File: src/rtl/scroll_ctrl_if.sv
// Control and display bundle between the tick/mode logic, scroll_ctrl and the digit scanner.
// pos is exported so the current rotation offset can be observed alongside the digits.
interface scroll_ctrl_if;
    logic       step;
    logic       run_req;
    logic       dir;
    logic       reload;
    logic [3:0] d3;
    logic [3:0] d2;
    logic [3:0] d1;
    logic [3:0] d0;
    logic [3:0] blank;
    logic [1:0] state;
    logic       wrap;
    logic [3:0] pos;

    modport master (
        output step, run_req, dir, reload,
        input  d3, d2, d1, d0, blank, state, wrap, pos
    );

    modport slave (
        input  step, run_req, dir, reload,
        output d3, d2, d1, d0, blank, state, wrap, pos
    );
endinterface

File: src/rtl/scroll_ctrl.sv
// Scrolling ID text sequencer: rotates an N-nibble text on slow ticks, dwells at home,
// pauses with blink, and feeds four digit nibbles plus a blank mask to the display scanner.
module scroll_ctrl #(
    parameter int                      N_DIGITS   = 11,
    parameter logic [4*N_DIGITS-1:0]   TEXT       = 44'haaa32202008,
    parameter int                      HOLD_STEPS = 4
) (
    input  logic         clk,
    input  logic         reset,
    scroll_ctrl_if.slave sbus
);
    localparam logic [1:0] IDLE   = 2'd0;
    localparam logic [1:0] HOLD   = 2'd1;
    localparam logic [1:0] SCROLL = 2'd2;
    localparam logic [1:0] PAUSE  = 2'd3;
    localparam int         TW     = 4 * N_DIGITS;

    logic [TW-1:0] r_text;
    logic [3:0]    r_pos;
    logic [3:0]    r_hold;
    logic          r_blink;
    logic [1:0]    r_state;
    logic [1:0]    r_saved;
    logic          r_wrap;

    logic [TW-1:0] w_text_shift;
    logic [3:0]    w_pos_shift;
    logic [15:0]   w_window;

    // Blank a digit showing the space code; a lit blink phase blanks the whole window.
    function automatic logic [3:0] blank_mask(input logic [15:0] win, input logic all_off);
        logic [3:0] m;
        for (int i = 0; i < 4; i++) begin
            m[i] = all_off || (win[4*i +: 4] == 4'hA);
        end
        return m;
    endfunction

    always_comb begin
        w_text_shift = r_text;
        w_pos_shift  = r_pos;
        if (sbus.dir) begin
            w_text_shift = {r_text[3:0], r_text[TW-1:4]};
            w_pos_shift  = (r_pos == 4'd0) ? 4'(N_DIGITS - 1) : r_pos - 4'd1;
        end else begin
            w_text_shift = {r_text[TW-5:0], r_text[TW-1 -: 4]};
            w_pos_shift  = (r_pos == 4'(N_DIGITS - 1)) ? 4'd0 : r_pos + 4'd1;
        end
    end

    always_ff @(posedge clk) begin
        if (!reset) begin
            r_text  <= TEXT;
            r_pos   <= 4'd0;
            r_hold  <= 4'd0;
            r_blink <= 1'b0;
            r_state <= IDLE;
            r_saved <= HOLD;
            r_wrap  <= 1'b0;
        end else if (sbus.reload) begin
            r_text  <= TEXT;
            r_pos   <= 4'd0;
            r_hold  <= 4'd0;
            r_blink <= 1'b0;
            r_state <= sbus.run_req ? HOLD : IDLE;
            r_wrap  <= 1'b0;
        end else begin
            r_wrap <= 1'b0;
            case (r_state)
                IDLE: begin
                    if (sbus.run_req) begin
                        r_state <= HOLD;
                        r_hold  <= 4'd0;
                    end
                end
                HOLD, SCROLL: begin
                    // Dropping run_req wins over a coincident step, which is discarded.
                    if (!sbus.run_req) begin
                        r_saved <= r_state;
                        r_state <= PAUSE;
                        r_blink <= 1'b0;
                    end else if (sbus.step) begin
                        if (r_state == HOLD) begin
                            if (r_hold + 4'd1 == 4'(HOLD_STEPS)) begin
                                r_state <= SCROLL;
                                r_hold  <= 4'd0;
                            end else begin
                                r_hold <= r_hold + 4'd1;
                            end
                        end else begin
                            r_text <= w_text_shift;
                            r_pos  <= w_pos_shift;
                            if (w_pos_shift == 4'd0) begin
                                r_wrap  <= 1'b1;
                                r_state <= HOLD;
                                r_hold  <= 4'd0;
                            end
                        end
                    end
                end
                default: begin
                    if (sbus.run_req) begin
                        r_state <= r_saved;
                        r_blink <= 1'b0;
                    end else if (sbus.step) begin
                        r_blink <= ~r_blink;
                    end
                end
            endcase
        end
    end

    assign w_window   = r_text[TW-1 -: 16];
    assign sbus.d3    = w_window[15:12];
    assign sbus.d2    = w_window[11:8];
    assign sbus.d1    = w_window[7:4];
    assign sbus.d0    = w_window[3:0];
    assign sbus.blank = blank_mask(w_window, (r_state == PAUSE) && r_blink);
    assign sbus.state = r_state;
    assign sbus.wrap  = r_wrap;
    assign sbus.pos   = r_pos;
endmodule

File: src/flat_wrapper.sv
// flat-port wrapper written by rule: the top's interface ports become plain ports
module scroll_ctrl_flat 
#(
    parameter int                      N_DIGITS   = 11,
    parameter logic [4*N_DIGITS-1:0]   TEXT       = 44'haaa32202008,
    parameter int                      HOLD_STEPS = 4
)
  (clk, reset, sbus_step, sbus_run_req, sbus_dir, sbus_reload, sbus_d3, sbus_d2, sbus_d1, sbus_d0, sbus_blank, sbus_state, sbus_wrap, sbus_pos);
  scroll_ctrl_if sbus_i ();
  input  logic clk;
  input  logic reset;
  input wire logic [$bits(sbus_i.step)-1:0] sbus_step;
  input wire logic [$bits(sbus_i.run_req)-1:0] sbus_run_req;
  input wire logic [$bits(sbus_i.dir)-1:0] sbus_dir;
  input wire logic [$bits(sbus_i.reload)-1:0] sbus_reload;
  output wire logic [$bits(sbus_i.d3)-1:0] sbus_d3;
  output wire logic [$bits(sbus_i.d2)-1:0] sbus_d2;
  output wire logic [$bits(sbus_i.d1)-1:0] sbus_d1;
  output wire logic [$bits(sbus_i.d0)-1:0] sbus_d0;
  output wire logic [$bits(sbus_i.blank)-1:0] sbus_blank;
  output wire logic [$bits(sbus_i.state)-1:0] sbus_state;
  output wire logic [$bits(sbus_i.wrap)-1:0] sbus_wrap;
  output wire logic [$bits(sbus_i.pos)-1:0] sbus_pos;
  assign sbus_i.step = sbus_step;
  assign sbus_i.run_req = sbus_run_req;
  assign sbus_i.dir = sbus_dir;
  assign sbus_i.reload = sbus_reload;
  assign sbus_d3 = sbus_i.d3;
  assign sbus_d2 = sbus_i.d2;
  assign sbus_d1 = sbus_i.d1;
  assign sbus_d0 = sbus_i.d0;
  assign sbus_blank = sbus_i.blank;
  assign sbus_state = sbus_i.state;
  assign sbus_wrap = sbus_i.wrap;
  assign sbus_pos = sbus_i.pos;
  scroll_ctrl #(.N_DIGITS(N_DIGITS), .TEXT(TEXT), .HOLD_STEPS(HOLD_STEPS)) u_core (.clk(clk), .reset(reset), .sbus(sbus_i));
endmodule
File: config.mk
export PLATFORM = sky130hd
export DESIGN_NAME = scroll_ctrl_flat
export DESIGN_NICKNAME = d
export VERILOG_FILES = /design/src/rtl/scroll_ctrl_if.sv /design/src/rtl/scroll_ctrl.sv /design/src/flat_wrapper.sv
export SDC_FILE = /design/constraint.sdc
export NUM_CORES = 1
export LEC_CHECK = 0
export CAP_MARGIN = 10
export CORE_MARGIN = 1.5
export CORE_UTILIZATION = 45
export CTS_BUF_LIST = sky130_fd_sc_hd__clkbuf_2
export DETAILED_ROUTE_END_ITERATION = 10
export GPL_TIMING_DRIVEN = 0
export PLACE_DENSITY = 0.68
export SETUP_SLACK_MARGIN = 0.5
export SYNTH_ARGS = -nofsm -noshare
export SYNTH_HDL_FRONTEND = slang
export SYNTH_SLANG_ARGS = --single-unit
File: constraint.sdc
create_clock -name clk -period 2.5 [get_ports clk]
set_input_delay 0.5 -clock clk [delete_from_list [all_inputs] [get_ports clk]]
set_output_delay 0.5 -clock clk [all_outputs]
set_load 0.1 [all_outputs]
# Word level (Yosys, flattened, before mapping)
# Cells that the tools add are included.
[totals] reg_bits=58 inputBits=6 output_inout_bits=27 elab_cells=80
[classes] n_addsub=3 eq_ne=18 muxes=26 bitwise=8 reduce_logical=18
[ops] operator="44-bit 2-to-1 mux" n=1
[ops] operator="4-bit 2-to-1 mux" n=9
[ops] operator="4-bit equality test (second input constant)" n=5
[ops] operator="2-bit 2-to-1 mux" n=8
[ops] operator="4-bit by 1-bit adder with 4-bit output (second input constant)" n=2
[ops] operator="4-bit zero test" n=2
[ops] operator="2-bit inequality test (second input constant)" n=4
[ops] operator="1-bit inverter" n=8
[ops] operator="4-bit case mux with 2 select lines" n=1
[ops] operator="4-bit AND reduction" n=2
[ops] operator="6-bit OR reduction" n=1
[ops] operator="1-bit 2-to-1 mux" n=5
[ops] operator="5-bit by 3-bit inequality test with 1-bit output (second input constant)" n=1
[ops] operator="5-bit inequality test (second input constant)" n=1
[ops] operator="5-bit AND reduction" n=1
[ops] operator="2-bit equality test (second input constant)" n=2
[ops] operator="4-bit by 3-bit equality test with 1-bit output (second input constant)" n=1
[ops] operator="1-bit logical OR" n=4
[ops] operator="4-bit inequality test (second input constant)" n=1
[ops] operator="2-bit case mux with 2 select lines" n=1
[ops] operator="2-bit OR reduction" n=2
[ops] operator="4-bit by 1-bit subtractor with 4-bit output (second input constant)" n=1
[ops] operator="3-bit by 1-bit inequality test with 1-bit output (second input constant)" n=1
[ops] operator="3-bit inequality test (second input constant)" n=1
[ops] operator="8 further kinds" n=8

# Longest topological paths before layout
# Gate-level depths: netlist of run 1.
[logic_depth] ltp_word=10 ltp_mapped=10

# Least setup slack after synthesis of run 1
# Ideal clock, no wire load.
[synth_timing] path_type="reg-to-reg" from="register u_core.r_state[0] (netlist: u_core.sbus.state[0])" to="register u_core.r_text[4]" setup_time_ns=0.134 t_arrival_ns=2.841 slack_ns=-0.475 path_stages_with_launch=11 path_cell_list="dfxtp_1 -> inv_1 -> ha_1 -> clkbuf_1 -> nand2_1 -> inv_1 -> and3_1 -> clkbuf_1 -> buf_2 -> buf_2 -> a211oi_1"
[synth_via] elab_chain_cells=3
[synth_lines] element="start: declaration" line_no="scroll_ctrl.sv:22" source="logic [1:0] r_state;"
[synth_lines] element="start signal: assignment" line_no="scroll_ctrl.sv:65" source="r_state <= sbus.run_req ? HOLD : IDLE;"
[synth_lines] element="start signal: assignment" line_no="scroll_ctrl.sv:103" source="r_state <= r_saved;"
[synth_lines] element="2-bit equality test or 2-bit by 1-bit equality test with 1-bit output (tied branches)" line_no="scroll_ctrl.sv:69, scroll_ctrl.sv:83"
[synth_lines] element="2-bit OR reduction or 1-bit inverter (tied branches)"
[synth_lines] element="4-bit AND reduction (no source line) *"
[synth_lines] element="end signal: assignment" line_no="scroll_ctrl.sv:91" source="r_text <= w_text_shift;"
[synth_lines] element="end: declaration" line_no="scroll_ctrl.sv:18" source="logic [TW-1:0] r_text;"
# Mark *: on every way between the ends. The rest lies on a longest branch, timed or not.
# A chain may end at the register's enable or synchronous reset.

# Final worst setup path of run 1
[layout_timing] from="register u_core.r_pos[1] (netlist: u_core.sbus.pos[1])" to="register u_core.r_state[0] (netlist: u_core.sbus.state[0])"
[layout_via] elab_chain_cells=6
[layout_lines] element="start: declaration" line_no="scroll_ctrl.sv:19" source="logic [3:0] r_pos;"
[layout_lines] element="start signal: assignment" line_no="scroll_ctrl.sv:92" source="r_pos <= w_pos_shift;"
[layout_lines] element="4-bit by 1-bit adder with 4-bit output, or another cell as far along" line_no="scroll_ctrl.sv:47" source="w_pos_shift = (r_pos == 4'(N_DIGITS - 1)) ? 4'd0 : r_pos + 4'd1;"
[layout_lines] element="4-bit 2-to-1 mux (on tied branches)" line_no="scroll_ctrl.sv:47, scroll_ctrl.sv:44"
[layout_lines] element="4-bit 2-to-1 mux *" line_no="scroll_ctrl.sv:42" source="if (sbus.dir) begin"
[layout_lines] element="4-bit zero test *" line_no="scroll_ctrl.sv:93" source="if (w_pos_shift == 4'd0) begin"
[layout_lines] element="5-bit by 3-bit inequality test with 1-bit output (no source line) *"
[layout_lines] element="4-bit AND reduction (no source line) *"
# Marked as above.

==> results of run 1 <==
[sequential cells by signal, summed over array words and instances, names as in the netlist]
register           cells
u_core.r_saved         2
u_core.sbus.state      2
u_core.r_hold          4
u_core.r_text         44
u_core.sbus.wrap       1
u_core.sbus.pos        4
u_core.r_blink         1
[stage by stage]
step / instances / power [mW] / hold slack (ps)
2_1_floorplan: 363 / 1.367 / 430.8
3_3_place_gp: 488 / 1.460 / 447.8
3_5_place_dp: 488 / 1.467 / 475.1
4_1_cts: 513 / 2.234 / 394.3
5_1_grt: 516 / 2.353 / 407.6
6_report: 516 / 2.249 / 435.9
[path summary, 6_finish.rpt]
kind	endpoint	slack [ps]	depth (start not counted)
setup reg to reg	u_core.sbus.state[0]	490	8
hold / removal	u_core.r_blink	440	3
hold reg to reg	u_core.r_saved[0]	500	2
setup / recovery	u_core.sbus.state[0]	490	8
[repair_timing]
item	4_1_cts	5_1_grt
resized for setup	169	50
setup buffers	9	3
setup endpoints to repair	48	64
pin swaps	3	10
hold buffers	0	0
[kinds of logic after synthesis]
group / after synthesis / share of synthesized area (%)
buffers and inverters: 53 / 9.002
AO/OA/AOI/OAI: 78 / 18.08
flip-flops: 58 / 36.32
adder cells (fa/ha/maj): 10 / 3.914
multiplexers: 52 / 16.44
AND/OR/NAND/NOR: 112 / 16.24
[routing by layer]
layer	vias up	share of wire [%]	GRT usage [%]
met5	-	0	0
met4	0	0.81	7.359
met3	7	4.9	5.877
met2	66	46	33.50
met1	1326	49	30.49
li1	1399	-	-
[layout make-up]
cell class	count	area, sq um
tap	96	120.1
buffer	44	309.0
clock inverter	7	101.3
inverter	9	41.29
multi-input combinational	252	1898
fill	623	2739
sequential	58	1205
timing repair buffer	41	372.9
clock buffer	9	45.04
[power breakdown]
part / total (mW) / internal, mW / switching (mW)
Clock: 0.741 / 0.336 / 0.405
Combinational: 0.530 / 0.200 / 0.330
Sequential: 0.978 / 0.945 / 0.0329
Total: 2.25 / 1.48 / 0.767
[worst max-delay path: cells and delay by family, from the launching register on]
family / cells / cell delay, ps
buffers and inverters: 2 / 270
DFF: 1 / 440
AOI/OAI and AO/OA: 3 / 500
adders and majority gates: 1 / 240
muxes: 1 / 200
and+or+nand+nor: 1 / 280
[cells in the mapped netlist, drive strengths merged (6+ instances only)]
cell and count:
inv 9, buf 31, nand2 38, clkbuf 13
mux2i 51, ha 10, a211oi 33, nand3 7
o21ai 6, a21oi 9, dfxtp 58, o211ai 13
nor2 43
==> metrics.md, run 1 <==
| Metric | Value |
|---|---|
| Run status | `finished, final reports clean` |
| Boundary pin count | `33` |
| Effective utilization at floorplan | `46.79%` |
| Critical Path Source | `u_core.sbus.pos[1]` |
| Unique cell type count in the Yosys netlist | `45` |
| First drt pass iteration count | `7` |
| Mapped Cells | `363` |
| Fin Clk Skew | `39.43 ps` |
| Most frequent cells in the layout | `mux2i_1, buf_4, nor2_1, dfxtp_1, nand2_1` |
| Data arrival time of the critical path | `2430 ps` |
| Post-route setup slack | `489.6 ps` |
| Worst hold path startpoint | `sbus_run_req` |
| Largest net degree at the start of global routing | `13` |
| Aggregate global routing overflow | `0` |
| Number of antenna diodes | `0` |
| Top_reg_cell synth | `dfxtp_1` |
| Biggest fanout along the worst timing path | `7` |
| Maximum clock path buffer count | `2` |
| Utilization after layout | `59.91%` |
| Starting DRT DRC Count | `221` |
| Final Cell Area | `0.004093 sq mm` |
| Final Net Count | `431` |
| Routed vias | `2798` |
| Clock input transition at the sequential cells of the worst setup and hold paths | `190 ps` |
| Full die area | `0.007619 sq mm` |
| Startpoint of the most critical register-to-register path | `u_core.sbus.pos[1]` |
| Routed vias/inst | `5.422` |
| Leading cell types by total area after synthesis | `dfxtp_1, mux2i_1, a211oi_1` |
| Most common library cell in the layout ignoring fill and taps | `mux2i_1` |
| Fraction of post-synthesis cell area in the top cell type by area | `36.32%` |
| Share of the cycle needed by the critical path after routing | `80.42%` |
| Number of maximum-capacitance constraint violations | `0` |
| Count of flip-flops with a built-in enable after synthesis | `0` |
| Class of the most critical setup path | `reg -> reg` |
| Peak supply drop | `322.0 uV` |
| Endpoint type of the worst setup path | `register` |
| Count of state elements after synthesis | `58` |
| Max stage delay on crit path | `440 ps` |
| Ratio of cells with drive above 1 in the final layout | `32.62%` |
| Relative slew margins | `64.10%` |
| Worst path slowest cell | `dfxtp_4` |
| Total number of placement rows | `30` |
| Chip Height | `87.29 um` |
| Worst Setup Slack post-DPL | `55.69 ps` |
| Average wire per standard cell | `15.38 um` |
| Initial antenna violation count | `0` |
| CTS tree | `done` |
| Drt total wl | `7935 um` |
| Unrepaired setup endpoints after global routing | `true` |
| Die X-Extent | `87.29 um` |
| Number of H-tree levels | `3` |
| Largest area contributor in the netlist | `dfxtp_1` |
| Async SR Flop Fraction | `0%` |
| Placed Instance Area | `0.003682 sq mm` |
| Min-Delay Path Class | `in -> reg` |
| Post-route antenna net violation count | `0` |
| Master cell of the clock root buffer | `clkbuf_2` |
| TNS Setup | `0 ps` |
| GR Util All Layers | `22.13%` |
| Count of final hold-check violations | `0` |
| Yosys synthesis warning count | `0` |
| First-pass GRT wire length | `13000 um` |
| Fmax achieved | `497.4 MHz` |
| Number of buffers inserted during clock tree synthesis | `9` |
| Cell chain of the critical path | `ha_2 -> nor4bb_2 -> a311oi_1 -> inv_1 -> o2111ai_2 -> buf_6 -> o31ai_4 -> mux2i_1` |
| Detailed placer's ending HPWL | `5293 um` |
| Clock sink count | `58` |
| Period minus WS final | `2010 ps` |
| Net count of the mapped netlist | `379` |
| Sequential cell area fraction in the yosys report | `36.32%` |
| Cell area after synthesis | `0.003197 sq mm` |
| Power per cell area | `549.5 mW/mm^2` |
| Launching element type of the critical path | `register` |
| Clock latency on the worst-skew pair | `510 ps` |
| Static leakage power | `1.681 nW` |
| Core Area | `0.006832 sq mm` |
| Data required time at the worst endpoint | `2920 ps` |
| Last weighted congestion value of the routability-driven placer | `0.8985` |
| Actual transition at the worst max-transition pin | `538.5 ps` |
| Via count of the first global-routing pass | `2607` |
| Count of pins over their slew limit | `0` |
| Final setup fails | `0` |
| Avg Synthesized Cell Area | `8.807 sq um` |
| DRC violations left | `0` |
| Area growth syn-to-layout | `28.02%` |
| Port bufs | `29` |
Power figures use the tool's default switching activity.
==> inputs of run 2 (changes only) <==
- clock period: 2.5 -> 2 ns (I/O delays scaled with it)
==> metrics.md, run 2 (synthesis results as in run 1) <==
| Metric | Value |
|---|---|
| Run status | `finished, final reports clean` |
| Largest net degree at the start of global routing | `13` |
| Post-route setup slack | `13.41 ps` |
| Number of maximum-capacitance constraint violations | `0` |
| Top register by number of flip-flops | `u_core.r_text` |
| Fin Clk Skew | `46.13 ps` |
| Peak supply drop | `415.6 uV` |
| Worst hold path startpoint | `sbus_run_req` |
| Max stage delay on crit path | `410 ps` |
| Launching element type of the critical path | `register` |
| Relative slew margins | `44.01%` |
| Count of final hold-check violations | `0` |
| Actual transition at the worst max-transition pin | `839.9 ps` |
| Data arrival time of the critical path | `1590 ps` |
| CTS tree | `done` |
| Detailed placer's ending HPWL | `5526 um` |
| Hold Crit Depth | `3` |
| Area used by multi-input combinational logic | `0.002312 sq mm` |
| Min-Delay Path Class | `in -> reg` |
| Fmax achieved | `503.4 MHz` |
| Aggregate global routing overflow | `0` |
| Reg-to-reg setup timing slack | `20 ps` |
| Last weighted congestion value of the routability-driven placer | `0.8601` |
| Effective utilization at floorplan | `46.79%` |
| Final Net Count | `478` |
| Clock sink count | `58` |
| Endpoint type of the worst setup path | `primary output` |
| TNS Setup | `0 ps` |
| Most frequent cells in the layout | `mux2i_1, buf_6, dfxtp_1, buf_12, a211oi_2` |
| Placed Instance Area | `0.003913 sq mm` |
| Die X-Extent | `87.29 um` |
| Period minus WS final | `1987 ps` |
| First drt pass iteration count | `5` |
| Initial antenna violation count | `0` |
| Worst path slowest cell | `dfxtp_4` |
| Via count of the first global-routing pass | `2977` |
| Clock input transition at the sequential cells of the worst setup and hold paths | `200 ps` |
| Cell chain of the critical path | `nand4bb_2 -> nand2_8 -> buf_12` |
| Startpoint of the most critical register-to-register path | `u_core.sbus.pos[1]` |
| Total number of placement rows | `30` |
| First-pass GRT wire length | `14860 um` |
| Boundary pin count | `33` |
| Final non-filler cell total | `563` |
| Min Hold Slack | `359.6 ps` |
| Post-route antenna net violation count | `0` |
| Full die area | `0.007619 sq mm` |
| Static leakage power | `2.221 nW` |
| Unrepaired setup endpoints after global routing | `true` |
| Critical Path Source | `u_core.r_text[42]` |
| Starting DRT DRC Count | `185` |
| Critical path buffer and inverter count | `1` |
| GR Util All Layers | `25.28%` |
| Routed vias/inst | `5.696` |
| Count of pins over their slew limit | `0` |
| Master cell of the clock root buffer | `clkbuf_2` |
| Port bufs | `29` |
| Number of flip-flops in the largest register | `44` |
| Number of buffers inserted during clock tree synthesis | `9` |
| Average wire per standard cell | `19.33 um` |
| Storage element area | `0.001242 sq mm` |
| RR Endpoint | `u_core.r_hold[2]` |
| Data required time at the worst endpoint | `1600 ps` |
| Gate family responsible for the most delay along the worst path | `simple AND/OR/NAND/NOR gates` |
| Final Cell Area | `0.005575 sq mm` |
| Depth of the worst register-to-register path | `8` |
| Number of antenna diodes | `0` |
| Ratio of cells with drive above 1 in the final layout | `55.89%` |
| Area growth syn-to-layout | `74.40%` |
| Routed vias | `3207` |
| Total instance count after detailed placement | `488` |
| Clock latency on the worst-skew pair | `540 ps` |
| Biggest fanout along the worst timing path | `4` |
| Maximum clock path buffer count | `2` |
| Worst Setup Slack post-DPL | `-531.5 ps` |
| Core Area | `0.006832 sq mm` |
| Final setup fails | `0` |
| Class of the most critical setup path | `reg -> out` |
| Chip Height | `87.29 um` |
| Endpoint, Worst Hold | `u_core.r_blink` |
| DRC violations left | `0` |
| Power per cell area | `572.8 mW/mm^2` |
| Number of buffers inserted for hold repair after clock tree synthesis | `0` |
| Number of H-tree levels | `3` |
| Drt total wl | `10880 um` |
| Most common library cell in the layout ignoring fill and taps | `mux2i_1` |
| Share of the cycle needed by the critical path after routing | `99.33%` |
| Fill cell count | `388` |
## run 2: cell count changes in the layout (fill, tap and decap cells not counted), sizes merged
cell	change
buf	+54
clkbuf	-5
clkdlybuf4s15	-3
clkinv	+1
clkinvlp	-1
nand3	+1
## run 2: stage by stage
step / util (%) / power [mW]
6_report: 81.61 / 3.194
3_5_place_dp: 57.27 / 1.886
3_3_place_gp: 57.27 / 1.877
4_1_cts: 74.69 / 3.064
5_1_grt: 81.61 / 3.309
2_1_floorplan: - / 1.759
## run 2: report_power, final
part	total, mW	switching (mW)	internal (mW)
Clock	0.955	0.531	0.424
Combinational	1.02	0.544	0.479
Sequential	1.22	0.0471	1.17
## run 2: worst max path at each step
| stage | endpoint | cells past startpoint |
|---|---|---|
| finish | sbus_blank[3] | 3 |
| global route | u_core.r_hold[0] | 8 |
| CTS | u_core.r_hold[2] | 8 |
| detailed placement | u_core.sbus.pos[2] | 5 |
| global placement | u_core.sbus.pos[2] | 5 |
| floorplan | u_core.r_hold[2] | 8 |
## run 2: tightest hold or removal path, stage by stage
cell and delay [ps]:
buf_2 220, or3_1 150, a21oi_1 50
## run 2: routing by layer
layer,routed length [um],track usage (%),vias up
met4,323,6.926,0
met1,4286,29.44,1555
met3,463,5.498,29
met5,0,0,-
met2,5811,46.29,117
li1,-,-,1506
## run 2: layout make-up
type / count / area share (%)
multi-input cells: 253 / 41.47
flip-flops and latches: 58 / 22.28
repair buffers: 87 / 22.28
plain buffers: 44 / 8.281
well taps: 96 / 2.154
clock inverters: 7 / 1.840
inverters: 9 / 0.8752
clock buffers: 9 / 0.8079
## run 2: timing repair
action / CTS / global route
endpoints found under the setup margin: 85 / 84
resized for setup: 336 / 94
gates cloned: 9 / 0
pin swaps: 20 / 19
setup buffers: 34 / 16
==> inputs of run 3 (changes only) <==
- CORE_UTILIZATION: 45 -> 49
- PLACE_DENSITY: 0.68 -> 0.72
==> metrics.md, run 3 (synthesis results as in run 1) <==
| Metric | Value |
|---|---|
| Run status | `finished, violations left` |
| Violated checks | `negative setup slack` |
| Number of maximum-capacitance constraint violations | `0` |
| Number of H-tree levels | `3` |
| Clock latency on the worst-skew pair | `510 ps` |
| Final Cell Area | `0.005582 sq mm` |
| Final setup fails | `3` |
| Last weighted congestion value of the routability-driven placer | `0.8706` |
| Data arrival time of the critical path | `2440 ps` |
| Class of the most critical setup path | `reg -> reg` |
| Master cell of the clock root buffer | `clkbuf_2` |
| Fill cell count | `276` |
| Fin Clk Skew | `45.54 ps` |
| Share of the cycle needed by the critical path after routing | `101.2%` |
| Power per cell area | `548.2 mW/mm^2` |
| Via count of the first global-routing pass | `2847` |
| GR Util All Layers | `25.71%` |
| Unrepaired setup endpoints after global routing | `true` |
| Average wire per standard cell | `21.08 um` |
| Drt total wl | `11380 um` |
| First drt pass iteration count | `4` |
| Final Net Count | `474` |
| Min-Delay Path Class | `in -> reg` |
| CTS tree | `done` |
| DRC violations left | `0` |
| Aggregate global routing overflow | `0` |
| Final non-filler cell total | `540` |
| First-pass GRT wire length | `14390 um` |
| Total instance count after detailed placement | `469` |
| Endpoint type of the worst setup path | `register` |
| Number of buffers inserted during clock tree synthesis | `9` |
| Fmax achieved | `493.8 MHz` |
| Ratio of cells with drive above 1 in the final layout | `57.88%` |
| Initial antenna violation count | `0` |
| Top register by number of flip-flops | `u_core.r_text` |
| Post-route setup slack | `-24.93 ps` |
| Boundary pin count | `33` |
| Count of pins over their slew limit | `0` |
| Full die area | `0.007017 sq mm` |
| Routed vias | `3279` |
| Number of buffers inserted for hold repair after clock tree synthesis | `0` |
| Clock input transition at the sequential cells of the worst setup and hold paths | `190 ps` |
| Static leakage power | `2.217 nW` |
| Clock sink count | `58` |
| Most common library cell in the layout ignoring fill and taps | `mux2i_1` |
| Starting DRT DRC Count | `302` |
| Die X-Extent | `83.77 um` |
| Relative slew margins | `44.22%` |
| Post-route antenna net violation count | `0` |
| Count of final hold-check violations | `0` |
| Most frequent cells in the layout | `mux2i_1, buf_4, dfxtp_1, a211oi_2, buf_12` |
| Total number of placement rows | `29` |
| Biggest fanout along the worst timing path | `6` |
| Largest net degree at the start of global routing | `12` |
| Detailed placer's ending HPWL | `5509 um` |
| Port bufs | `29` |
| Launching element type of the critical path | `register` |
| Data required time at the worst endpoint | `2420 ps` |
| Placed Instance Area | `0.003889 sq mm` |
| Peak supply drop | `519.6 uV` |
| Effective utilization at floorplan | `50.63%` |
| Actual transition at the worst max-transition pin | `836.6 ps` |
| Routed vias/inst | `6.072` |
| Area growth syn-to-layout | `74.60%` |
| Period minus WS final | `2025 ps` |
| Core Area | `0.006314 sq mm` |
| Maximum clock path buffer count | `2` |
| Number of flip-flops in the largest register | `44` |
| Chip Height | `83.77 um` |
| Number of antenna diodes | `0` |
-- run 3: cell types whose count changed in the layout (fill, tap and decap cells not counted), moves of 4 or more --
cell	change
nor2_1	-4
clkbuf_16	+4
buf_16	-4
a211oi_2	+4
nor2_2	-10
buf_6	-16
nor2_4	+14
buf_4	+18
a211oi_1	-5
-- run 3: final timing paths --
kind,startpoint,end,slack (ps),cells past startpoint
max,u_core.sbus.pos[0],u_core.r_hold[2],-20,8
min,sbus_run_req,u_core.r_blink,390,3
max reg2reg,u_core.sbus.pos[0],u_core.r_hold[2],-20,8
min reg2reg,u_core.r_saved[0],u_core.r_saved[0],500,2
-- run 3: repair_timing --
| item | CTS | global route |
|---|---|---|
| endpoints found under the setup margin | 85 | 85 |
| buffers inserted | 25 | 22 |
| cloned | 1 | 7 |
| gates resized for setup | 290 | 153 |
| pin swaps | 10 | 29 |
-- run 3: area by class of cell --
class	count	area [sq um]	area share, %
buffer	44	462.9	8.294
tap	77	96.34	1.726
clock buffer	9	45.04	0.8070
multi-input combinational	253	2520	45.15
clock inverter	7	67.56	1.210
sequential	58	1240	22.21
inverter	9	48.80	0.8742
timing repair buffer	83	1101	19.73
-- run 3: routing by layer --
| layer | up-vias | GRT usage (%) | wire (um) |
|---|---|---|---|
| met5 | - | 0 | 0 |
| met2 | 145 | 44.87 | 5705 |
| li1 | 1496 | - | - |
| met4 | 0 | 10.58 | 470 |
| met3 | 45 | 3.066 | 521 |
| met1 | 1593 | 32.11 | 4684 |
-- run 3: through the flow --
step	TNS, ps	power, mW	hold slack [ps]	utilization (%)	setup slack (ps)
final	-28.15	3.060	387.5	88.41	-24.93
after global placement	-9811	1.877	452.4	61.59	-553.1
after CTS	0	2.766	327.1	73.19	54.89
after detailed placement	-11090	1.890	462.9	61.59	-585.0
after floorplan	-17.38	1.759	423.9	-	-16.77
after global routing	-622.1	3.162	386.8	88.41	-159.8
-- run 3: report_power, final --
part	switching [mW]	internal (mW)	total, mW
registers	0.0516	1.17	1.22
logic	0.574	0.476	1.05
clock network	0.502	0.286	0.788
total	1.13	1.93	3.06
-- run 3: worst max-delay path: stages, from the launching register on --
cell	delay, ps
dfxtp_4	450
inv_6	50
ha_4	170
nor2_1	100
a311oi_1	70
a21oi_2	240
o2111ai_4	180
o31a_1	410
o32ai_2	270
